**config.mk**
```make
export PLATFORM = sky130hd
export DESIGN_NAME = axi_ni_resp_packetizer_flat
export DESIGN_NICKNAME = d
export VERILOG_FILES = /design/src/rtl/axi_ni_resp_packetizer_if.sv /design/src/rtl/axi_ni_resp_packetizer.sv /design/src/flat_wrapper.sv
export SDC_FILE = /design/constraint.sdc
export NUM_CORES = 1
export LEC_CHECK = 0
export ABC_AREA = 1
export CAP_MARGIN = 20
export CORE_ASPECT_RATIO = 1.2
export CORE_MARGIN = 4
export CORE_UTILIZATION = 25
export DETAILED_ROUTE_END_ITERATION = 8
export DONT_BUFFER_PORTS = 1
export PLACE_DENSITY_LB_ADDON = 0.15
export SETUP_SLACK_MARGIN = 0.5
export SLEW_MARGIN = 0
export SYNTH_ARGS = -nofsm -noshare
export SYNTH_HDL_FRONTEND = slang
export SYNTH_SLANG_ARGS = --single-unit
```
**constraint.sdc**
```tcl
create_clock -name clk -period 2.4 [get_ports clk]
set_clock_uncertainty 0.2 [all_clocks]
set_input_delay 0.12 -clock clk [delete_from_list [all_inputs] [get_ports clk]]
set_output_delay 0.12 -clock clk [all_outputs]
set_load 0.005 [all_outputs]
```
**src/rtl/axi_ni_resp_packetizer_if.sv**
```systemverilog
// axi_ni_resp_packetizer_if: bus bundle for the NI response packetizer.
// Groups the request-notification, AXI B/R, route-LUT and out_buffer flit
// signals. The slave modport is the packetizer; the master modport is
// whatever surrounds it (request path, AXI slave, LUT and out_buffer).
interface axi_ni_resp_packetizer_if #(
  parameter int FLIT_WIDTH = 80,
  parameter int AXIDATAWD  = 64,
  parameter int IDWD       = 4,
  parameter int SRCWD      = 4,
  parameter int PATHWD     = 7
);
  logic                  req_valid;
  logic                  req_ready;
  logic [IDWD-1:0]       req_id;
  logic [SRCWD-1:0]      req_source;

  logic [IDWD-1:0]       BID;
  logic [1:0]            BRESP;
  logic                  BVALID;
  logic                  BREADY;

  logic [IDWD-1:0]       RID;
  logic [AXIDATAWD-1:0]  RDATA;
  logic [1:0]            RRESP;
  logic                  RLAST;
  logic                  RVALID;
  logic                  RREADY;

  logic [SRCWD-1:0]      lut_address;
  logic [PATHWD-1:0]     lut_path;

  logic [FLIT_WIDTH-1:0] flit_out;
  logic                  valid_out;
  logic                  stall_in;

  modport slave (
    input  req_valid, req_id, req_source,
    output req_ready,
    input  BID, BRESP, BVALID,
    output BREADY,
    input  RID, RDATA, RRESP, RLAST, RVALID,
    output RREADY,
    output lut_address,
    input  lut_path,
    output flit_out, valid_out,
    input  stall_in
  );

  modport master (
    output req_valid, req_id, req_source,
    input  req_ready,
    output BID, BRESP, BVALID,
    input  BREADY,
    output RID, RDATA, RRESP, RLAST, RVALID,
    input  RREADY,
    input  lut_address,
    output lut_path,
    input  flit_out, valid_out,
    output stall_in
  );
endinterface

```
**src/rtl/axi_ni_resp_packetizer.sv**
```systemverilog
// axi_ni_resp_packetizer: NI target response-path engine.
// Records the requesting source of every outstanding AXI ID, then turns
// B responses and R bursts into head/body/tail flits for the out_buffer.
// B and R are arbitrated round-robin per packet; responses for an ID with
// nothing outstanding are swallowed and flagged in err_unexpected.
// Optional macro NI_RESP_STATS_EN adds saturating per-type packet counters.
module axi_ni_resp_packetizer #(
  parameter int FLIT_WIDTH    = 80,
  parameter int AXIDATAWD     = 64,
  parameter int IDWD          = 4,
  parameter int SRCWD         = 4,
  parameter int PATHWD        = 7,
  parameter int LOG_MAX_OUTST = 2,
  parameter logic [SRCWD-1:0] NI_SOURCE = 4'h8
) (
  input  logic clk,
  input  logic rst,
  axi_ni_resp_packetizer_if.slave bus,
  output logic err_unexpected
`ifdef NI_RESP_STATS_EN
  ,
  output logic [15:0] stat_b_pkts,
  output logic [15:0] stat_r_pkts
`endif
);

  localparam int NID    = 1 << IDWD;
  localparam int P_SRC  = PATHWD;
  localparam int P_RD   = PATHWD + SRCWD;
  localparam int P_ID   = P_RD + 1;
  localparam int P_RESP = P_ID + IDWD;

  localparam logic [LOG_MAX_OUTST-1:0] CNT_MAX = '1;

  localparam logic [1:0] S_IDLE = 2'd0;
  localparam logic [1:0] S_HEAD = 2'd1;
  localparam logic [1:0] S_BODY = 2'd2;
  localparam logic [1:0] S_DROP = 2'd3;

  logic [1:0]               state;
  logic [1:0]               next_state;
  logic                     rr_prefer_r;
  logic [IDWD-1:0]          lat_id;
  logic                     lat_read;
  logic [1:0]               lat_resp;
  logic [SRCWD-1:0]         lat_src;
  logic [LOG_MAX_OUTST-1:0] cnt     [NID];
  logic [SRCWD-1:0]         src_tab [NID];

  logic                     grant_any;
  logic                     grant_r;
  logic [IDWD-1:0]          grant_id;
  logic                     req_ok;
  logic                     req_fire;
  logic                     dec_en;
  logic [IDWD-1:0]          dec_id;

  // B wins unless only R is pending or the pointer currently favours R.
  assign grant_any = bus.BVALID || bus.RVALID;
  assign grant_r   = bus.RVALID && (!bus.BVALID || rr_prefer_r);
  assign grant_id  = grant_r ? bus.RID : bus.BID;

  // A new request is refused when the ID is full or already owned by another source.
  assign req_ok = !((cnt[bus.req_id] == CNT_MAX) ||
                    ((cnt[bus.req_id] != '0) && (src_tab[bus.req_id] != bus.req_source)));
  assign bus.req_ready = req_ok;
  assign req_fire      = bus.req_valid && req_ok;

  // Packet FSM outputs: flit formatting, AXI ready strobes and next state.
  always_comb begin
    next_state      = state;
    bus.valid_out   = 1'b0;
    bus.BREADY      = 1'b0;
    bus.RREADY      = 1'b0;
    bus.flit_out    = '0;
    bus.lut_address = '0;
    dec_en          = 1'b0;
    dec_id          = lat_id;
    case (state)
      S_IDLE: begin
        if (grant_any && !bus.stall_in)
          next_state = (cnt[grant_id] == '0) ? S_DROP : S_HEAD;
      end
      S_HEAD: begin
        bus.lut_address                   = lat_src;
        bus.flit_out[FLIT_WIDTH-1]        = 1'b1;
        bus.flit_out[FLIT_WIDTH-2]        = !lat_read;
        bus.flit_out[PATHWD-1:0]          = bus.lut_path;
        bus.flit_out[P_RD-1:P_SRC]        = NI_SOURCE;
        bus.flit_out[P_RD]                = lat_read;
        bus.flit_out[P_RESP-1:P_ID]       = lat_id;
        bus.flit_out[P_RESP+1:P_RESP]     = lat_resp;
        if (!bus.stall_in) begin
          bus.valid_out = 1'b1;
          if (lat_read) begin
            next_state = S_BODY;
          end else begin
            bus.BREADY = 1'b1;
            if (bus.BVALID) begin
              dec_en     = 1'b1;
              dec_id     = bus.BID;
              next_state = S_IDLE;
            end
          end
        end
      end
      S_BODY: begin
        bus.flit_out[FLIT_WIDTH-2]              = bus.RLAST;
        bus.flit_out[AXIDATAWD-1:0]             = bus.RDATA;
        bus.flit_out[AXIDATAWD+1:AXIDATAWD]     = bus.RRESP;
        if (!bus.stall_in) begin
          bus.RREADY    = 1'b1;
          bus.valid_out = bus.RVALID;
          if (bus.RVALID && bus.RLAST) begin
            dec_en     = 1'b1;
            dec_id     = bus.RID;
            next_state = S_IDLE;
          end
        end
      end
      S_DROP: begin
        if (!bus.stall_in) begin
          if (lat_read) begin
            bus.RREADY = 1'b1;
            if (bus.RVALID && bus.RLAST) next_state = S_IDLE;
          end else begin
            bus.BREADY = 1'b1;
            if (bus.BVALID) next_state = S_IDLE;
          end
        end
      end
      default: next_state = S_IDLE;
    endcase
  end

  // FSM state, per-packet latches, round-robin pointer and sticky error flag.
  always_ff @(posedge clk or negedge rst) begin
    if (!rst) begin
      state          <= S_IDLE;
      rr_prefer_r    <= 1'b0;
      lat_id         <= '0;
      lat_read       <= 1'b0;
      lat_resp       <= 2'b00;
      lat_src        <= '0;
      err_unexpected <= 1'b0;
    end else begin
      state <= next_state;
      if (state == S_IDLE && grant_any && !bus.stall_in) begin
        lat_id      <= grant_id;
        lat_read    <= grant_r;
        lat_resp    <= grant_r ? 2'b00 : bus.BRESP;
        lat_src     <= src_tab[grant_id];
        rr_prefer_r <= !grant_r;
        if (cnt[grant_id] == '0) err_unexpected <= 1'b1;
      end
    end
  end

  // ID table: count outstanding requests and remember their source; a
  // simultaneous increment and decrement on the same ID cancel out.
  always_ff @(posedge clk or negedge rst) begin
    if (!rst) begin
      for (int i = 0; i < NID; i++) begin
        cnt[i]     <= '0;
        src_tab[i] <= '0;
      end
    end else begin
      for (int i = 0; i < NID; i++) begin
        if (req_fire && (bus.req_id == IDWD'(i))) begin
          src_tab[i] <= bus.req_source;
          if (!(dec_en && (dec_id == IDWD'(i)))) cnt[i] <= cnt[i] + 1'b1;
        end else if (dec_en && (dec_id == IDWD'(i))) begin
          cnt[i] <= cnt[i] - 1'b1;
        end
      end
    end
  end

`ifdef NI_RESP_STATS_EN
  logic b_tail_wr;
  logic r_tail_wr;

  assign b_tail_wr = (state == S_HEAD) && !lat_read && !bus.stall_in;
  assign r_tail_wr = (state == S_BODY) && !bus.stall_in && bus.RVALID && bus.RLAST;

  // Saturating counters of delivered packets, bumped on each tail-flit write.
  always_ff @(posedge clk or negedge rst) begin
    if (!rst) begin
      stat_b_pkts <= 16'h0000;
      stat_r_pkts <= 16'h0000;
    end else begin
      if (b_tail_wr && (stat_b_pkts != 16'hFFFF)) stat_b_pkts <= stat_b_pkts + 16'd1;
      if (r_tail_wr && (stat_r_pkts != 16'hFFFF)) stat_r_pkts <= stat_r_pkts + 16'd1;
    end
  end
`endif

endmodule

```
**src/flat_wrapper.sv**
```systemverilog
// flat-port wrapper written by rule: the top's interface ports become plain ports
module axi_ni_resp_packetizer_flat 
#(
  parameter int FLIT_WIDTH    = 80,
  parameter int AXIDATAWD     = 64,
  parameter int IDWD          = 4,
  parameter int SRCWD         = 4,
  parameter int PATHWD        = 7,
  parameter int LOG_MAX_OUTST = 2,
  parameter logic [SRCWD-1:0] NI_SOURCE = 4'h8
)
  (clk, rst, err_unexpected, bus_req_valid, bus_req_id, bus_req_source, bus_req_ready, bus_BID, bus_BRESP, bus_BVALID, bus_BREADY, bus_RID, bus_RDATA, bus_RRESP, bus_RLAST, bus_RVALID, bus_RREADY, bus_lut_address, bus_lut_path, bus_flit_out, bus_valid_out, bus_stall_in);
  axi_ni_resp_packetizer_if #(.FLIT_WIDTH(FLIT_WIDTH), .AXIDATAWD(AXIDATAWD), .IDWD(IDWD), .SRCWD(SRCWD), .PATHWD(PATHWD)) bus_i ();
  input  logic clk;
  input  logic rst;
  output logic err_unexpected;
  input wire logic [$bits(bus_i.req_valid)-1:0] bus_req_valid;
  input wire logic [$bits(bus_i.req_id)-1:0] bus_req_id;
  input wire logic [$bits(bus_i.req_source)-1:0] bus_req_source;
  output wire logic [$bits(bus_i.req_ready)-1:0] bus_req_ready;
  input wire logic [$bits(bus_i.BID)-1:0] bus_BID;
  input wire logic [$bits(bus_i.BRESP)-1:0] bus_BRESP;
  input wire logic [$bits(bus_i.BVALID)-1:0] bus_BVALID;
  output wire logic [$bits(bus_i.BREADY)-1:0] bus_BREADY;
  input wire logic [$bits(bus_i.RID)-1:0] bus_RID;
  input wire logic [$bits(bus_i.RDATA)-1:0] bus_RDATA;
  input wire logic [$bits(bus_i.RRESP)-1:0] bus_RRESP;
  input wire logic [$bits(bus_i.RLAST)-1:0] bus_RLAST;
  input wire logic [$bits(bus_i.RVALID)-1:0] bus_RVALID;
  output wire logic [$bits(bus_i.RREADY)-1:0] bus_RREADY;
  output wire logic [$bits(bus_i.lut_address)-1:0] bus_lut_address;
  input wire logic [$bits(bus_i.lut_path)-1:0] bus_lut_path;
  output wire logic [$bits(bus_i.flit_out)-1:0] bus_flit_out;
  output wire logic [$bits(bus_i.valid_out)-1:0] bus_valid_out;
  input wire logic [$bits(bus_i.stall_in)-1:0] bus_stall_in;
  assign bus_i.req_valid = bus_req_valid;
  assign bus_i.req_id = bus_req_id;
  assign bus_i.req_source = bus_req_source;
  assign bus_req_ready = bus_i.req_ready;
  assign bus_i.BID = bus_BID;
  assign bus_i.BRESP = bus_BRESP;
  assign bus_i.BVALID = bus_BVALID;
  assign bus_BREADY = bus_i.BREADY;
  assign bus_i.RID = bus_RID;
  assign bus_i.RDATA = bus_RDATA;
  assign bus_i.RRESP = bus_RRESP;
  assign bus_i.RLAST = bus_RLAST;
  assign bus_i.RVALID = bus_RVALID;
  assign bus_RREADY = bus_i.RREADY;
  assign bus_lut_address = bus_i.lut_address;
  assign bus_i.lut_path = bus_lut_path;
  assign bus_flit_out = bus_i.flit_out;
  assign bus_valid_out = bus_i.valid_out;
  assign bus_i.stall_in = bus_stall_in;
  axi_ni_resp_packetizer #(.FLIT_WIDTH(FLIT_WIDTH), .AXIDATAWD(AXIDATAWD), .IDWD(IDWD), .SRCWD(SRCWD), .PATHWD(PATHWD), .LOG_MAX_OUTST(LOG_MAX_OUTST), .NI_SOURCE(NI_SOURCE)) u_core (.clk(clk), .rst(rst), .bus(bus_i), .err_unexpected(err_unexpected));
endmodule
```
==> results_dict.tcl <==
set metrics [dict create \
    grt_pass1_vias 8970 \
    synth_area_leaders "dfrtp_1 (34%), nand2_1 (25%), o21ai_0 (7.1%)" \
    worstPathRequired_ns 2.46 \
    synth-simple-area-share 0.3908 \
    num_rows 72 \
    ys.flop_type "dfrtp_1" \
    hpwlAfterDp_um 26400 \
    layout_min_cycle_time_ns 2.455 \
    synth_edf_count 0 \
    cts-root-buf "clkbuf_16" \
    start_kind "flop" \
    synth-seq-area-share 0.3409 \
    synth_top_family_by_area "simple AND/OR/NAND/NOR gates" \
    clk_pin_slew_worst_paths_ns 0.08 \
    numCtsBuffers 9 \
    synth-adder-area-share 0.007677 \
    slew_headroom 0.1740 \
    r2r_end "u_core.cnt[29]" \
    grt_util_all_layers 0.2009 \
    fp.coreArea_um2 32160 \
    synth_async_sr_flop_share 1.000 \
    leakage_uw 0.006203 \
    antenna_found_initial 4 \
    synth.avg_cell_area_um2 6.317 \
    cts_max_path_buffers 2 \
    worst_pin_slew_ns 1.235 \
    tritoncts "yes" \
    crit_start "u_core.cnt[0]" \
    ff2ff_setup_slack_ns -0.06 \
    maxCapViolCount 0 \
    synth_cell_type_count 36 \
    end_kind "flop" \
    rsz0062_at_grt "true" \
    arrival_ns 2.52 \
    synthesis.area_um2 8149 \
    r2r-start "u_core.cnt[0]" \
    vias 9041 \
    clk_latency_ns 0.37 \
    fin_util 0.3866 \
    slew_viol_final 0 \
    critPathKind "reg2reg" \
    ff2ff_path_depth 18 \
    muxShareOfSynthArea 0 \
    hold_viol 207 \
    irDropWorstVdd_mv 0.6229 \
    via_per_inst 4.776 \
    drt_iter0_drc 517 \
    drt_wl_total_um 36630 \
    syn_inst 1290 \
    endpoint "u_core.cnt[29]" \
    synth_largest_area_cell "dfrtp_1" \
    violations "negative hold slack, negative setup slack" \
    yosysTopAreaCellShare 0.3409 \
    power-per-cell-area_nw_per_um2 1149 \
    initial_core_util 0.2534 \
    setup_ws_ns -0.05550 \
    finalNetCount 1580 \
    critPathMaxFanout 7 \
    area_growth_pct 52.56 \
    fill_cells 3321 \
    die_width_um 172.8 \
    grt_overflow 0 \
    dieArea_um2 35560 \
    ant_nets 0 \
    io_buffer_count 0 \
    wire_per_inst_um 19.35 \
    outcome "complete, but fails checks" \
    setup_violations 18 \
    ioPinCount 187 \
    grt_first_pass_wirelength_um 54570 \
    place.gp.congestion 0.8392 \
    firstDrtPassIters 5 \
    synth-compound-area-share 0.1465 \
    grt_max_degree 112 \
    htree_levels 3 \
    drc 0 \
    fmax_ghz 0.4072 \
    cts_num_sinks 111 \
    chipHeight_um 205.8 \
    synth_xor_area_frac 0.005374 \
    hold_class "in2async" \
    drive_above_1_share 0.3947 \
    whs_ns -0.7574 \
    ys_warn_count 0 \
    synth_seq_cells 111 \
    finalCritPeriodShare 1.023 \
]
metal layers:
layer	global-route usage	vias to the layer above	wire, um	part of all wire
met5	0	-	17	0.00046
met4	0.09666	2	1629	0.044
met3	0.03767	62	1754	0.048
met2	0.3699	270	18990	0.52
met1	0.2235	4295	14240	0.39
li1	-	4412	-	-
cell type report:
cell class / instances / area [um2] / area share
Tap cell: 407 / 509.2 / 0.04096
Sequential cell: 111 / 2781 / 0.2237
Inverter: 142 / 613.1 / 0.04932
Clock inverter: 4 / 36.28 / 0.002919
Multi-Input combinational cell: 987 / 5889 / 0.4737
Timing Repair Buffer: 226 / 2336 / 0.1879
Antenna cell: 4 / 10.01 / 0.0008052
Clock buffer: 12 / 256.5 / 0.02063
cells in the final DEF, fill, tap and decap left out, types with 5 or more instances in the layout:
cell,n
dfrtp_1,108
a21oi_2,6
dlygate4sd3_1,10
nand3b_1,7
inv_2,28
nor2_1,85
nand3_1,33
buf_6,49
o21ai_4,10
o221ai_2,5
nand2_1,417
nand3_4,18
o211ai_1,6
nand3_2,11
inv_1,96
clkinv_4,6
nand2_4,23
buf_4,135
inv_4,10
o21ai_0,30
o221ai_1,6
clkbuf_16,11
a21oi_4,15
conb_1,12
a21oi_1,12
o21ai_2,57
nor2_2,10
nand2_2,112
buf_12,20
o21ai_1,53
nor2_4,23
worst min-delay path by stage:
| stage | startpoint | slack [ns] | to | depth (start not counted) |
|---|---|---|---|---|
| final | rst | -0.76 | u_core.src_tab[10] | 0 |
| after detailed placement | rst | -0.37 | u_core.src_tab[10] | 0 |
| after global routing | rst | -0.78 | u_core.src_tab[2] | 0 |
| after global placement | rst | -0.37 | u_core.src_tab[15] | 0 |
| after floorplan | rst | -0.38 | u_core.cnt[0] | 0 |
| after CTS | rst | -0.77 | u_core.lat_id[2] | 0 |
synthesized netlist by cell type (7+ instances only):
cell type / number
nand2_1: 542
inv_1: 125
nor2_1: 117
o21ai_0: 116
dfrtp_1: 111
nand3_1: 46
a21oi_1: 33
clkbuf_1: 32
o21ai_1: 23
inv_2: 16
nand3_4: 16
nand2_2: 14
buf_4: 13
o221ai_1: 12
o21ai_2: 11
nand3b_1: 7
kinds of logic (layout without fill, tap and decap cells):
family          count (synthesis)  in the layout
compound gates                213            213
xor+xnor                        5              5
fa+ha+maj                       5              5
buf+inv                       203            384
flops                         111            111
other cells                     1             16
simple gates                  752            752
power by group:
group / internal, uW / total [uW] / switching, uW
Clock: 779 / 1590 / 812
Sequential: 2730 / 3400 / 670
Combinational: 4210 / 9300 / 5090
sequential cells by signal, summed over array words and instances, names as in the netlist, 2 cells and up:
signal	cells
u_core.src_tab	64
u_core.cnt	32
u_core.lat_id	4
u_core.lat_src	4
u_core.lat_resp	2
u_core.state	2
critical path, cell delays in order (launching register included):
cell and delay [ns]:
dfrtp_1 0.38, inv_1 0.08, nor2_1 0.06, a21oi_2 0.13, nand2_1 0.06, nand2_1 0.09
nand2_1 0.08, nor2_2 0.13, nor2_2 0.05, nor2_1 0.14, nand3_2 0.11, nand2_4 0.11
buf_12 0.11, buf_16 0.14, nand3_4 0.15, o21ai_4 0.19, nand2_1 0.07, nand2_1 0.05
nand2_1 0.04
stage by stage:
step | cells | worst slack, ns | TNS [ns] | area, um2 | power, uW
floorplan | 1301 | 0.1840 | 0 | 8434 | 7154
global placement | 1816 | -0.1407 | -3.978 | 9936 | 9783
detailed placement | 1816 | -0.1242 | -4.660 | 9936 | 9801
CTS | 1870 | -0.02320 | -0.2541 | 11490 | 13420
global route | 1893 | -0.2302 | -9.460 | 12430 | 15320
finish | 1893 | -0.05550 | -0.2315 | 12430 | 14280
repair_timing:
item,4_1_cts,5_1_grt
setup endpoints to repair,172,178
pin swaps,68,91
resized for setup,259,230
endpoints found under the hold margin,214,207
setup buffers,21,15
gates cloned,7,2
hold buffers,10,2
No activity file was read; power rests on OpenSTA's default activity.
